<file path="src/rtl/rs_pkg.sv">
// Shared reservation-station types and helpers: entry record, ROB age arithmetic,
// and the codebase-wide field widths the station parameters default to.
package rs_pkg;

    localparam int unsigned PregWidth  = 7;
    localparam int unsigned RobWidth   = 4;
    localparam int unsigned AluOpWidth = 4;

    typedef struct packed {
        logic                  valid;
        logic                  rdy1;
        logic                  rdy2;
        logic [PregWidth-1:0]  prs1;
        logic [PregWidth-1:0]  prs2;
        logic [PregWidth-1:0]  prd;
        logic [RobWidth-1:0]   rob_tag;
        logic [31:0]           imm;
        logic [AluOpWidth-1:0] alu_op;
        logic [31:0]           pc;
    } rs_entry_t;

    // Distance from the ROB head; modular subtraction keeps ordering valid across wrap.
    function automatic logic [RobWidth-1:0] rob_age(input logic [RobWidth-1:0] tag,
                                                    input logic [RobWidth-1:0] head);
        return tag - head;
    endfunction

endpackage

</file>
<file path="src/rtl/rs_oldest_select.sv">
// Combinational oldest-first selector: a binary reduction tree over request/age pairs.
// On equal ages the lower index wins because the left subtree always holds lower indices.
module rs_oldest_select #(
    parameter int unsigned N    = 8,
    parameter int unsigned AgeW = 4,
    localparam int unsigned IdxW = (N > 1) ? $clog2(N) : 1
) (
    input  logic [N-1:0]           req_i,
    input  logic [N-1:0][AgeW-1:0] age_i,
    output logic [N-1:0]           gnt_o,
    output logic [IdxW-1:0]        idx_o,
    output logic                   valid_o
);

    localparam int unsigned Leaves = 2 ** IdxW;

    // Heap-indexed tree: node k has children 2k and 2k+1, leaves at Leaves..2*Leaves-1.
    logic [2*Leaves-1:1] node_v;
    logic [AgeW-1:0]     node_age [1:2*Leaves-1];
    logic [IdxW-1:0]     node_idx [1:2*Leaves-1];
    logic                take_left;

    always_comb begin
        node_v    = '0;
        take_left = 1'b0;
        for (int k = 1; k < 2 * int'(Leaves); k++) begin
            node_age[k] = '0;
            node_idx[k] = '0;
        end
        for (int unsigned i = 0; i < N; i++) begin
            node_v[Leaves+i]   = req_i[i];
            node_age[Leaves+i] = age_i[i];
            node_idx[Leaves+i] = IdxW'(i);
        end
        for (int k = int'(Leaves) - 1; k >= 1; k--) begin
            take_left   = node_v[2*k] && (!node_v[2*k+1] || (node_age[2*k] <= node_age[2*k+1]));
            node_v[k]   = node_v[2*k] | node_v[2*k+1];
            node_age[k] = take_left ? node_age[2*k] : node_age[2*k+1];
            node_idx[k] = take_left ? node_idx[2*k] : node_idx[2*k+1];
        end
    end

    assign valid_o = node_v[1];
    assign idx_o   = node_idx[1];

    always_comb begin
        gnt_o = '0;
        for (int unsigned i = 0; i < N; i++) begin
            gnt_o[i] = valid_o && (node_idx[1] == IdxW'(i));
        end
    end

endmodule

</file>
<file path="src/rtl/rs_wakeup_select.sv">
// Reservation station for one execution unit: CDB wakeup, oldest-ready issue by ROB age,
// and partial flush of entries younger than a mispredicting branch.
module rs_wakeup_select
    import rs_pkg::*;
#(
    parameter int unsigned PREG_WIDTH = PregWidth,
    parameter int unsigned ROB_WIDTH  = RobWidth,
    parameter int unsigned RS_SIZE    = 8,
    parameter int unsigned NUM_CDB    = 2,
    localparam int unsigned IdxW = $clog2(RS_SIZE),
    localparam int unsigned CntW = $clog2(RS_SIZE + 1)
) (
    input  logic                          clk,
    input  logic                          reset,
    input  logic                          i_valid,
    input  logic [31:0]                   i_pc,
    input  logic [31:0]                   i_imm,
    input  logic [PREG_WIDTH-1:0]         i_prs1,
    input  logic [PREG_WIDTH-1:0]         i_prs2,
    input  logic [PREG_WIDTH-1:0]         i_prd,
    input  logic [ROB_WIDTH-1:0]          i_rob_tag,
    input  logic [AluOpWidth-1:0]         i_alu_op,
    input  logic                          i_rs1_ready,
    input  logic                          i_rs2_ready,
    output logic                          o_full,
    output logic [CntW-1:0]               o_free_count,
    input  logic [NUM_CDB-1:0]            i_cdb_valid,
    input  logic [NUM_CDB*PREG_WIDTH-1:0] i_cdb_prd,
    input  logic                          i_eu_ready,
    output logic                          o_issue_valid,
    output logic [31:0]                   o_issue_pc,
    output logic [31:0]                   o_issue_imm,
    output logic [PREG_WIDTH-1:0]         o_issue_prs1,
    output logic [PREG_WIDTH-1:0]         o_issue_prs2,
    output logic [PREG_WIDTH-1:0]         o_issue_prd,
    output logic [ROB_WIDTH-1:0]          o_issue_rob_tag,
    output logic [AluOpWidth-1:0]         o_issue_alu_op,
    input  logic [ROB_WIDTH-1:0]          i_rob_head,
    input  logic                          i_flush,
    input  logic [ROB_WIDTH-1:0]          i_flush_rob_tag
);

    rs_entry_t ent_q [RS_SIZE];
    rs_entry_t ent_d [RS_SIZE];

    logic [RS_SIZE-1:0][ROB_WIDTH-1:0] age;
    logic [ROB_WIDTH-1:0]              flush_age;
    logic [RS_SIZE-1:0]                kill;
    logic [RS_SIZE-1:0]                req;
    logic [RS_SIZE-1:0]                gnt;
    logic [IdxW-1:0]                   sel_idx;
    logic                              sel_valid;
    logic [IdxW-1:0]                   alloc_idx;
    logic [CntW-1:0]                   free_cnt;
    logic                              fire;
    logic                              do_alloc;

    function automatic logic cdb_hit(input logic [PREG_WIDTH-1:0] tag);
        logic hit;
        hit = 1'b0;
        for (int unsigned p = 0; p < NUM_CDB; p++) begin
            hit = hit | (i_cdb_valid[p] && (i_cdb_prd[p*PREG_WIDTH +: PREG_WIDTH] == tag));
        end
        return hit;
    endfunction

    // Downward scan so the last free slot seen is the lowest index.
    always_comb begin
        free_cnt  = '0;
        alloc_idx = '0;
        for (int i = int'(RS_SIZE) - 1; i >= 0; i--) begin
            if (!ent_q[i].valid) begin
                free_cnt  = free_cnt + CntW'(1);
                alloc_idx = IdxW'(i);
            end
        end
    end

    assign o_full       = (free_cnt == '0);
    assign o_free_count = free_cnt;

    always_comb begin
        flush_age = rob_age(i_flush_rob_tag, i_rob_head);
        for (int unsigned i = 0; i < RS_SIZE; i++) begin
            age[i]  = rob_age(ent_q[i].rob_tag, i_rob_head);
            kill[i] = i_flush && ent_q[i].valid && (age[i] > flush_age);
            req[i]  = ent_q[i].valid && ent_q[i].rdy1 && ent_q[i].rdy2 && !kill[i];
        end
    end

    rs_oldest_select #(
        .N    (RS_SIZE),
        .AgeW (ROB_WIDTH)
    ) u_select (
        .req_i   (req),
        .age_i   (age),
        .gnt_o   (gnt),
        .idx_o   (sel_idx),
        .valid_o (sel_valid)
    );

    assign o_issue_valid   = sel_valid;
    assign o_issue_pc      = sel_valid ? ent_q[sel_idx].pc      : '0;
    assign o_issue_imm     = sel_valid ? ent_q[sel_idx].imm     : '0;
    assign o_issue_prs1    = sel_valid ? ent_q[sel_idx].prs1    : '0;
    assign o_issue_prs2    = sel_valid ? ent_q[sel_idx].prs2    : '0;
    assign o_issue_prd     = sel_valid ? ent_q[sel_idx].prd     : '0;
    assign o_issue_rob_tag = sel_valid ? ent_q[sel_idx].rob_tag : '0;
    assign o_issue_alu_op  = sel_valid ? ent_q[sel_idx].alu_op  : '0;

    assign fire     = sel_valid && i_eu_ready;
    assign do_alloc = i_valid && !o_full && !i_flush;

    always_comb begin
        for (int unsigned i = 0; i < RS_SIZE; i++) begin
            ent_d[i] = ent_q[i];
            if (ent_q[i].valid) begin
                if (cdb_hit(ent_q[i].prs1)) ent_d[i].rdy1 = 1'b1;
                if (cdb_hit(ent_q[i].prs2)) ent_d[i].rdy2 = 1'b1;
            end
            if (kill[i] || (fire && gnt[i])) begin
                ent_d[i].valid = 1'b0;
                ent_d[i].rdy1  = 1'b0;
                ent_d[i].rdy2  = 1'b0;
            end
        end
        // Alloc only targets a free slot, so it never collides with the issued one.
        if (do_alloc) begin
            ent_d[alloc_idx].valid   = 1'b1;
            ent_d[alloc_idx].rdy1    = i_rs1_ready || (i_prs1 == '0) || cdb_hit(i_prs1);
            ent_d[alloc_idx].rdy2    = i_rs2_ready || (i_prs2 == '0) || cdb_hit(i_prs2);
            ent_d[alloc_idx].prs1    = i_prs1;
            ent_d[alloc_idx].prs2    = i_prs2;
            ent_d[alloc_idx].prd     = i_prd;
            ent_d[alloc_idx].rob_tag = i_rob_tag;
            ent_d[alloc_idx].imm     = i_imm;
            ent_d[alloc_idx].alu_op  = i_alu_op;
            ent_d[alloc_idx].pc      = i_pc;
        end
    end

    always_ff @(posedge clk) begin
        if (reset) begin
            for (int unsigned i = 0; i < RS_SIZE; i++) begin
                ent_q[i].valid <= 1'b0;
                ent_q[i].rdy1  <= 1'b0;
                ent_q[i].rdy2  <= 1'b0;
            end
        end else begin
            ent_q <= ent_d;
        end
    end

endmodule

</file>
<file path="config.mk">
export PLATFORM = sky130hd
export DESIGN_NAME = rs_wakeup_select
export DESIGN_NICKNAME = d
export VERILOG_FILES = /design/src/rtl/rs_pkg.sv /design/src/rtl/rs_oldest_select.sv /design/src/rtl/rs_wakeup_select.sv
export SDC_FILE = /design/constraint.sdc
export NUM_CORES = 2
export LEC_CHECK = 0
export BUFFER_PORTS_ARGS = -buffer_cell sky130_fd_sc_hd__buf_2
export CAP_MARGIN = 25
export CORE_ASPECT_RATIO = 0.5
export CORE_MARGIN = 2
export CORE_UTILIZATION = 59
export CTS_CLUSTER_SIZE = 30
export DETAILED_ROUTE_END_ITERATION = 10
export PLACE_DENSITY = 0.84
export SLEW_MARGIN = 20
export SYNTH_ARGS = -nofsm -noshare
export SYNTH_HDL_FRONTEND = slang
export SYNTH_SLANG_ARGS = --single-unit
</file>
<file path="constraint.sdc">
create_clock -name clk -period 20 [get_ports clk]
set_input_delay 1 -clock clk [delete_from_list [all_inputs] [get_ports clk]]
set_output_delay 1 -clock clk [all_outputs]
set_load 0.005 [all_outputs]
</file>
# Yosys cells after proc, flatten, opt, wreduce, memory -nomap -nowiden
# Cells that the tools add are included.
# word_totals
ff_bits	768
inputBits	124
# op_classes
addsub	16
magnitude_cmp	18
n_eq_ne	43
mux	102
bitwise	28
n_reduce_logical	144
# ops
op	n
768-bit bitwise mux	10
96-bit demux with 3-bit select	10
768-bit two-way mux	1
96-bit binary-select mux with 3-bit select	1
93-bit two-way mux	3
7-bit == test	36
1-bit logical AND	103
32-bit two-way mux	3
96-bit two-way mux	1
95-bit two-way mux	1
94-bit two-way mux	1
86-bit two-way mux	1
79-bit two-way mux	1
72-bit two-way mux	1
68-bit two-way mux	1
4-bit two-way mux	15
3-bit two-way mux	19
36-bit two-way mux	1
4-bit subtractor	9
4-bit greater-than comparator	8
4-bit by 1-bit adder with 4-bit output (second input constant)	7
4-bit <= comparator	7
1-bit bitwise OR	25
1-bit two-way mux	21
15 further kinds	65

# Depth between registers and ports, before layout
# depth
ltp_word	33
mapped_depth	39
ltp_nobuf	35

# Hierarchy
# A second synthesis with hierarchy kept.
# unflattened
hier_cells	2173
area_unflattened_um2	36183.5
# by_module_without_submodules
mod	instances	cells_per_inst	area_per_inst_um2	seq_area_each_um2
rs_wakeup_select	1	2011	34912.2	22821.9
rs_oldest_select	1	162	1271.2	0.0

# Worst setup path after synthesis
# OpenSTA, ideal clock, no wires.
# synth_timing
path_kind	flip-flop to flip-flop
from	reg ent_q[95] (netlist bit)
to	reg with a tool-made name
arrival_time_ps	13163
required_time_ps	19227
slack_ps	6064
path_stages_with_launch	23
n_path_buf	1
synth_period_minus_slack_ps	13936
path_cell_list	dfxtp_1 -> inv_1 -> ha_1 -> and2_1 -> or2_2 -> ha_1 -> or2_2 -> o21a_1 -> ha_1 -> nand2_1 -> nand2_1 -> ha_1 -> nor2_1 -> a31oi_1 -> ha_1 -> nor2b_1 -> xnor3_1 -> nor4bb_1 -> xor2_1 -> nand2b_1 -> clkbuf_1 -> nand4b_1 -> nor4_1
# synth_lines
item	line	rtl
from (decl)	rs_wakeup_select.sv:43	rs_entry_t ent_q [RS_SIZE];
from (signal assigned)	rs_wakeup_select.sv:150	ent_q <= ent_d;

# Worst setup path in the final report
# layout_timing
from	in i_rob_head[1]
to	out o_issue_imm[12]
# layout_via
elab_chain_len	22
elab_cells_between_ends	94
classes_between	9 x add/sub; 15 x order compare; 17 x mux; 8 x bitwise; 45 x reduce/logical
# layout_rtl
item	line	rtl
from (decl)	rs_wakeup_select.sv:38	input logic [ROB_WIDTH-1:0] i_rob_head,
4-bit subtractor	rs_pkg.sv:25	return tag - head;
4-bit greater-than comparator	rs_wakeup_select.sv:86	kill[i] = i_flush && ent_q[i].valid && (age[i] > flush_age);
1-bit logical AND	rs_wakeup_select.sv:86	
1-bit logical NOT	rs_wakeup_select.sv:87	req[i] = ent_q[i].valid && ent_q[i].rdy1 && ent_q[i].rdy2 && !kill[i];
1-bit logical AND	rs_wakeup_select.sv:87	
1-bit logical NOT	rs_oldest_select.sv:36	take_left = node_v[2*k] && (!node_v[2*k+1] || (node_age[2*k] <= node_age[2*k+1]));
1-bit logical OR	rs_oldest_select.sv:36	
1-bit logical AND	rs_oldest_select.sv:36	
[5 not listed]	-	
4-bit <= comparator	rs_oldest_select.sv:36	
1-bit logical OR	rs_oldest_select.sv:36	
1-bit logical AND	rs_oldest_select.sv:36	
3-bit two-way mux	rs_oldest_select.sv:39	node_idx[k] = take_left ? node_idx[2*k] : node_idx[2*k+1];
3-bit NOT with 4-bit output (not written as such)	rs_wakeup_select.sv:104	assign o_issue_imm = sel_valid ? ent_q[sel_idx].imm : '0;
96-bit binary-select mux with 3-bit select	rs_wakeup_select.sv:104	
93-bit two-way mux (2 in a row)	-	
32-bit two-way mux *	rs_wakeup_select.sv:104	
to (decl)	rs_wakeup_select.sv:32	output logic [31:0] o_issue_imm,
# Every way passes the cells marked *; elsewhere a longest branch is shown, timed or not. The select of a mux whose other input is x is not followed.

==> summary.txt <==
Power
  • Power Density: a little over 80 nW/um^2
  • Leak: 0.01475 uW
  • Peak supply drop: between 0.05 and 0.06 mV

Synthesis
  • Multiplexer share of the synthesized area: under 10%
  • Synth top area cells: edfxtp_1 (61%), xnor2_1 (4.7%), a22oi_1 (3.8%)
  • Post-synth top flop: edfxtp_1
  • XOR/XNOR Fraction of Synth Area: about 7.7%
  • Post-synth EDFFs: between 700 and 800
  • Synth top area share: just over 60%
  • Mean post-synth cell area: about 14 um^2
  • Complex-gate fraction of the synthesized area: approximately an eighth
  • Yosys cell types: roughly 70
  • Synth Area in Adders: under 10%
  • Most common cell in the synthesized netlist: edfxtp_1
  • Yosys warnings: 0
  • Synth async-reset ratio: 0%
  • Synth Net Count: between 2k and 3k
  • Simple-Gate Fraction of Synth Area: 4.708%
  • Post-synth top cells: edfxtp_1 (744), xnor2_1 (195), a22oi_1 (184)
  • Synthesis-stage register bit count: between 700 and 800
  • Synth Cell Area: 36410 um^2
  • Sequential element share of the synthesized area: 62.68%
  • Gate count after technology mapping: ~2.6k
  • Largest family of logic cells by synthesized area: compound AO/OA/AOI/OAI gates
  • Yosys top cell by area: edfxtp_1

Global routing
  • Total grt overflow: 0
  • Vias in the first global route: ~24k
  • Largest net degree at the start of global routing: 96
  • First-pass GRT wire length: between 100 and 150 mm
  • All-Layer GR Usage: 29.24%
  • Met2 usage: 47.10%
  • Grt peak-use layer: met2
  • Initial antenna violation count: 11
  • GR met3 Demand/Resource: just over 5%
  • Met1 usage: roughly two fifths

Clocking
  • Worst-skew pair later-pin latency: ~0.60 ns
  • Number of H-tree levels: 3
  • Clk buf depth: 3
  • Root buf cell: clkbuf_16
  • Clk slew on worst S/H paths: roughly 0.06 ns
  • CTS tree: yes
  • Number of post-CTS setup repair buffers: 0
  • Post-CTS Resized: 0
  • Clock sink count: between 700 and 800
  • Cts bufs inserted: 67
  • Hold-fix buffer count after cts: 0

Placed design
  • Detail Placement HPWL: 55.01 mm
  • Placed Instances: 3511
  • Number of port buffers: 222
  • Pre-CTS setup slack: between 7 and 8 ns
  • RePlAce Congestion: around 0.91

Cells and area
  • Layout cell share with drive strength beyond 1: between 10% and 20%
  • Fill cell count: a little over 4k
  • Area grow syn2layout: 11.00%
  • Layout Nets: approximately 3k
  • Final Core Density: roughly 66%
  • Layout Cells excl Fill: approximately 3.6k

Worst setup path
  • Critical path class: input port to output port
  • Slowest stage delay, CP: 0.78 ns
  • CP Data Arrival Time: around 11 ns
  • Most used cell, CP: ha_1
  • CP endpoint kind: output port
  • Worst setup path start: i_rob_head[1]
  • Worst Path Max Fanout: 43
  • Critical Path RT: 19.00 ns
  • Slowest cell on the critical path: buf_4
  • CP Launch Type: input port

Floorplanning
  • Rows: 64
  • Starting Density: roughly three fifths
  • Top-level I/O count: ~220
  • Die Area: 63840 um^2
  • Core box area: about 61000 um^2
  • Die height: 179.7 um
  • Die width: about 360 um

Routing
  • Final WL: about 95 mm
  • Initial DRC count: approximately 3.2k
  • Vias: 24.19k
  • Antenna viol nets, final: 0
  • TritonRoute pass-1 iters: 6
  • Drt wl/cell: 26.16 um
  • DR DRC count: 0
  • Avg Vias per Cell: between 6 and 7

Timing
  • Slew Limit Fails: 0
  • RSZ-0062 raised after global routing: false
  • Fin worst setup slack: between 7 and 8 ns
  • Setup Viol. Count Final: 0
  • Post-Route Skew: around 0.018 ns
  • Fin crit period: between 10 and 15 ns
  • Worst Tran Pin Value: between 1 and 1.5 ns
  • Hold Fails Final Rpt: 0
  • Fmax: between 0.08 and 0.09 GHz
  • Setup TNS: 0 ns
  • Tcrit/Tclk final: approximately three fifths
  • Slew headroom: 27.33%

Flow run
  • Max Cap Viol: 0

Worst hold path
  • HP Start: ent_q[670]
  • Min-delay worst type: flip-flop to flip-flop

Run status
  • Outcome: completed
## cell type report
cell class	count	area, um^2	area share [%]
inverter	54	202.7	0.5015
sequential	768	22820	56.47
tap	825	1032	2.554
multi-input combinational	1609	12750	31.55
antenna	8	20.02	0.04953
clock inverter	33	291.5	0.7213
clock buffer	85	1787	4.421
timing repair buffer	260	1511	3.740
## power breakdown
group / switching, uW / leakage, uW / total (uW) / internal, uW
registers: 6.67 / 0.00689 / 1780 / 1780
clock network: 570 / 0.00101 / 1260 / 689
logic: 133 / 0.00684 / 209 / 76.2
## stage by stage
| step | hold WS, ns | total power (uW) | area, um^2 |
|---|---|---|---|
| global route | 0.6173 | 3332 | 40420 |
| CTS | 0.5958 | 3249 | 40280 |
| detailed placement | 0.5799 | 2021 | 38200 |
| global placement | 0.5605 | 2013 | 38140 |
| finish | 0.6049 | 3251 | 40420 |
| floorplan | 0.5446 | 1945 | 36410 |
## kinds of logic (layout without fill, tap and decap cells)
kind of cell,after synthesis,in the layout
fa+ha+maj,84,84
simple gates,352,352
buf+inv,225,432
other cells,0,8
flops,768,768
mux,195,195
compound gates,663,663
xor+xnor,315,315
## path summary, 6_finish.rpt
path,to,slack [ns],cells past startpoint
min,ent_q[670],0.60,3
max reg2reg,ent_q[383],11.20,32
min reg2reg,ent_q[670],0.60,3
max,o_issue_imm[12],7.74,35
## metal layers
layer | part of all wire, % | wire [um]
met5 | 0.040 | 38
met4 | 4.4 | 4193
met3 | 9.9 | 9392
met2 | 48 | 46030
met1 | 37 | 35610
## worst max-delay path: cells and delay by family
| kind | cells | cell delay [ns] |
|---|---|---|
| AOI/OAI and AO/OA | 15 | 3.49 |
| and+or+nand+nor | 7 | 1.88 |
| xor gates and xnor gates | 1 | 0.13 |
| buffers and inverters | 6 | 2.63 |
| adders and majority gates | 4 | 1.26 |
| muxes | 2 | 0.79 |
## cell usage in the layout, fill, tap and decap left out, types with 7 or more instances in the layout
cell type | synthesis | routed
edfxtp_1 | 744 | 744
nor4_1 | 21 | 20
a22oi_1 | 184 | 184
nand2_1 | 145 | 145
nand2b_1 | 14 | 14
o21ai_0 | 135 | 135
xor2_1 | 116 | 116
nor2_1 | 45 | 42
ha_1 | 75 | 75
dfxtp_1 | 24 | 24
buf_2 | 14 | 222
xnor2_1 | 195 | 195
mux2_2 | 35 | 35
clkinv_1 | 0 | 17
nand3_1 | 19 | 19
mux2i_1 | 100 | 100
o22ai_1 | 22 | 22
buf_4 | 4 | 30
clkinv_2 | 0 | 7
o211ai_1 | 100 | 100
a211o_1 | 94 | 94
diode_2 | 0 | 8
a21o_1 | 34 | 34
a21oi_1 | 33 | 33
mux2_4 | 60 | 60
clkbuf_1 | 126 | 16
clkbuf_16 | 0 | 69
nor3_1 | 9 | 7
nand4_1 | 64 | 64
inv_1 | 54 | 54
fa_1 | 9 | 9
No activity file was read; power rests on OpenSTA's default activity.
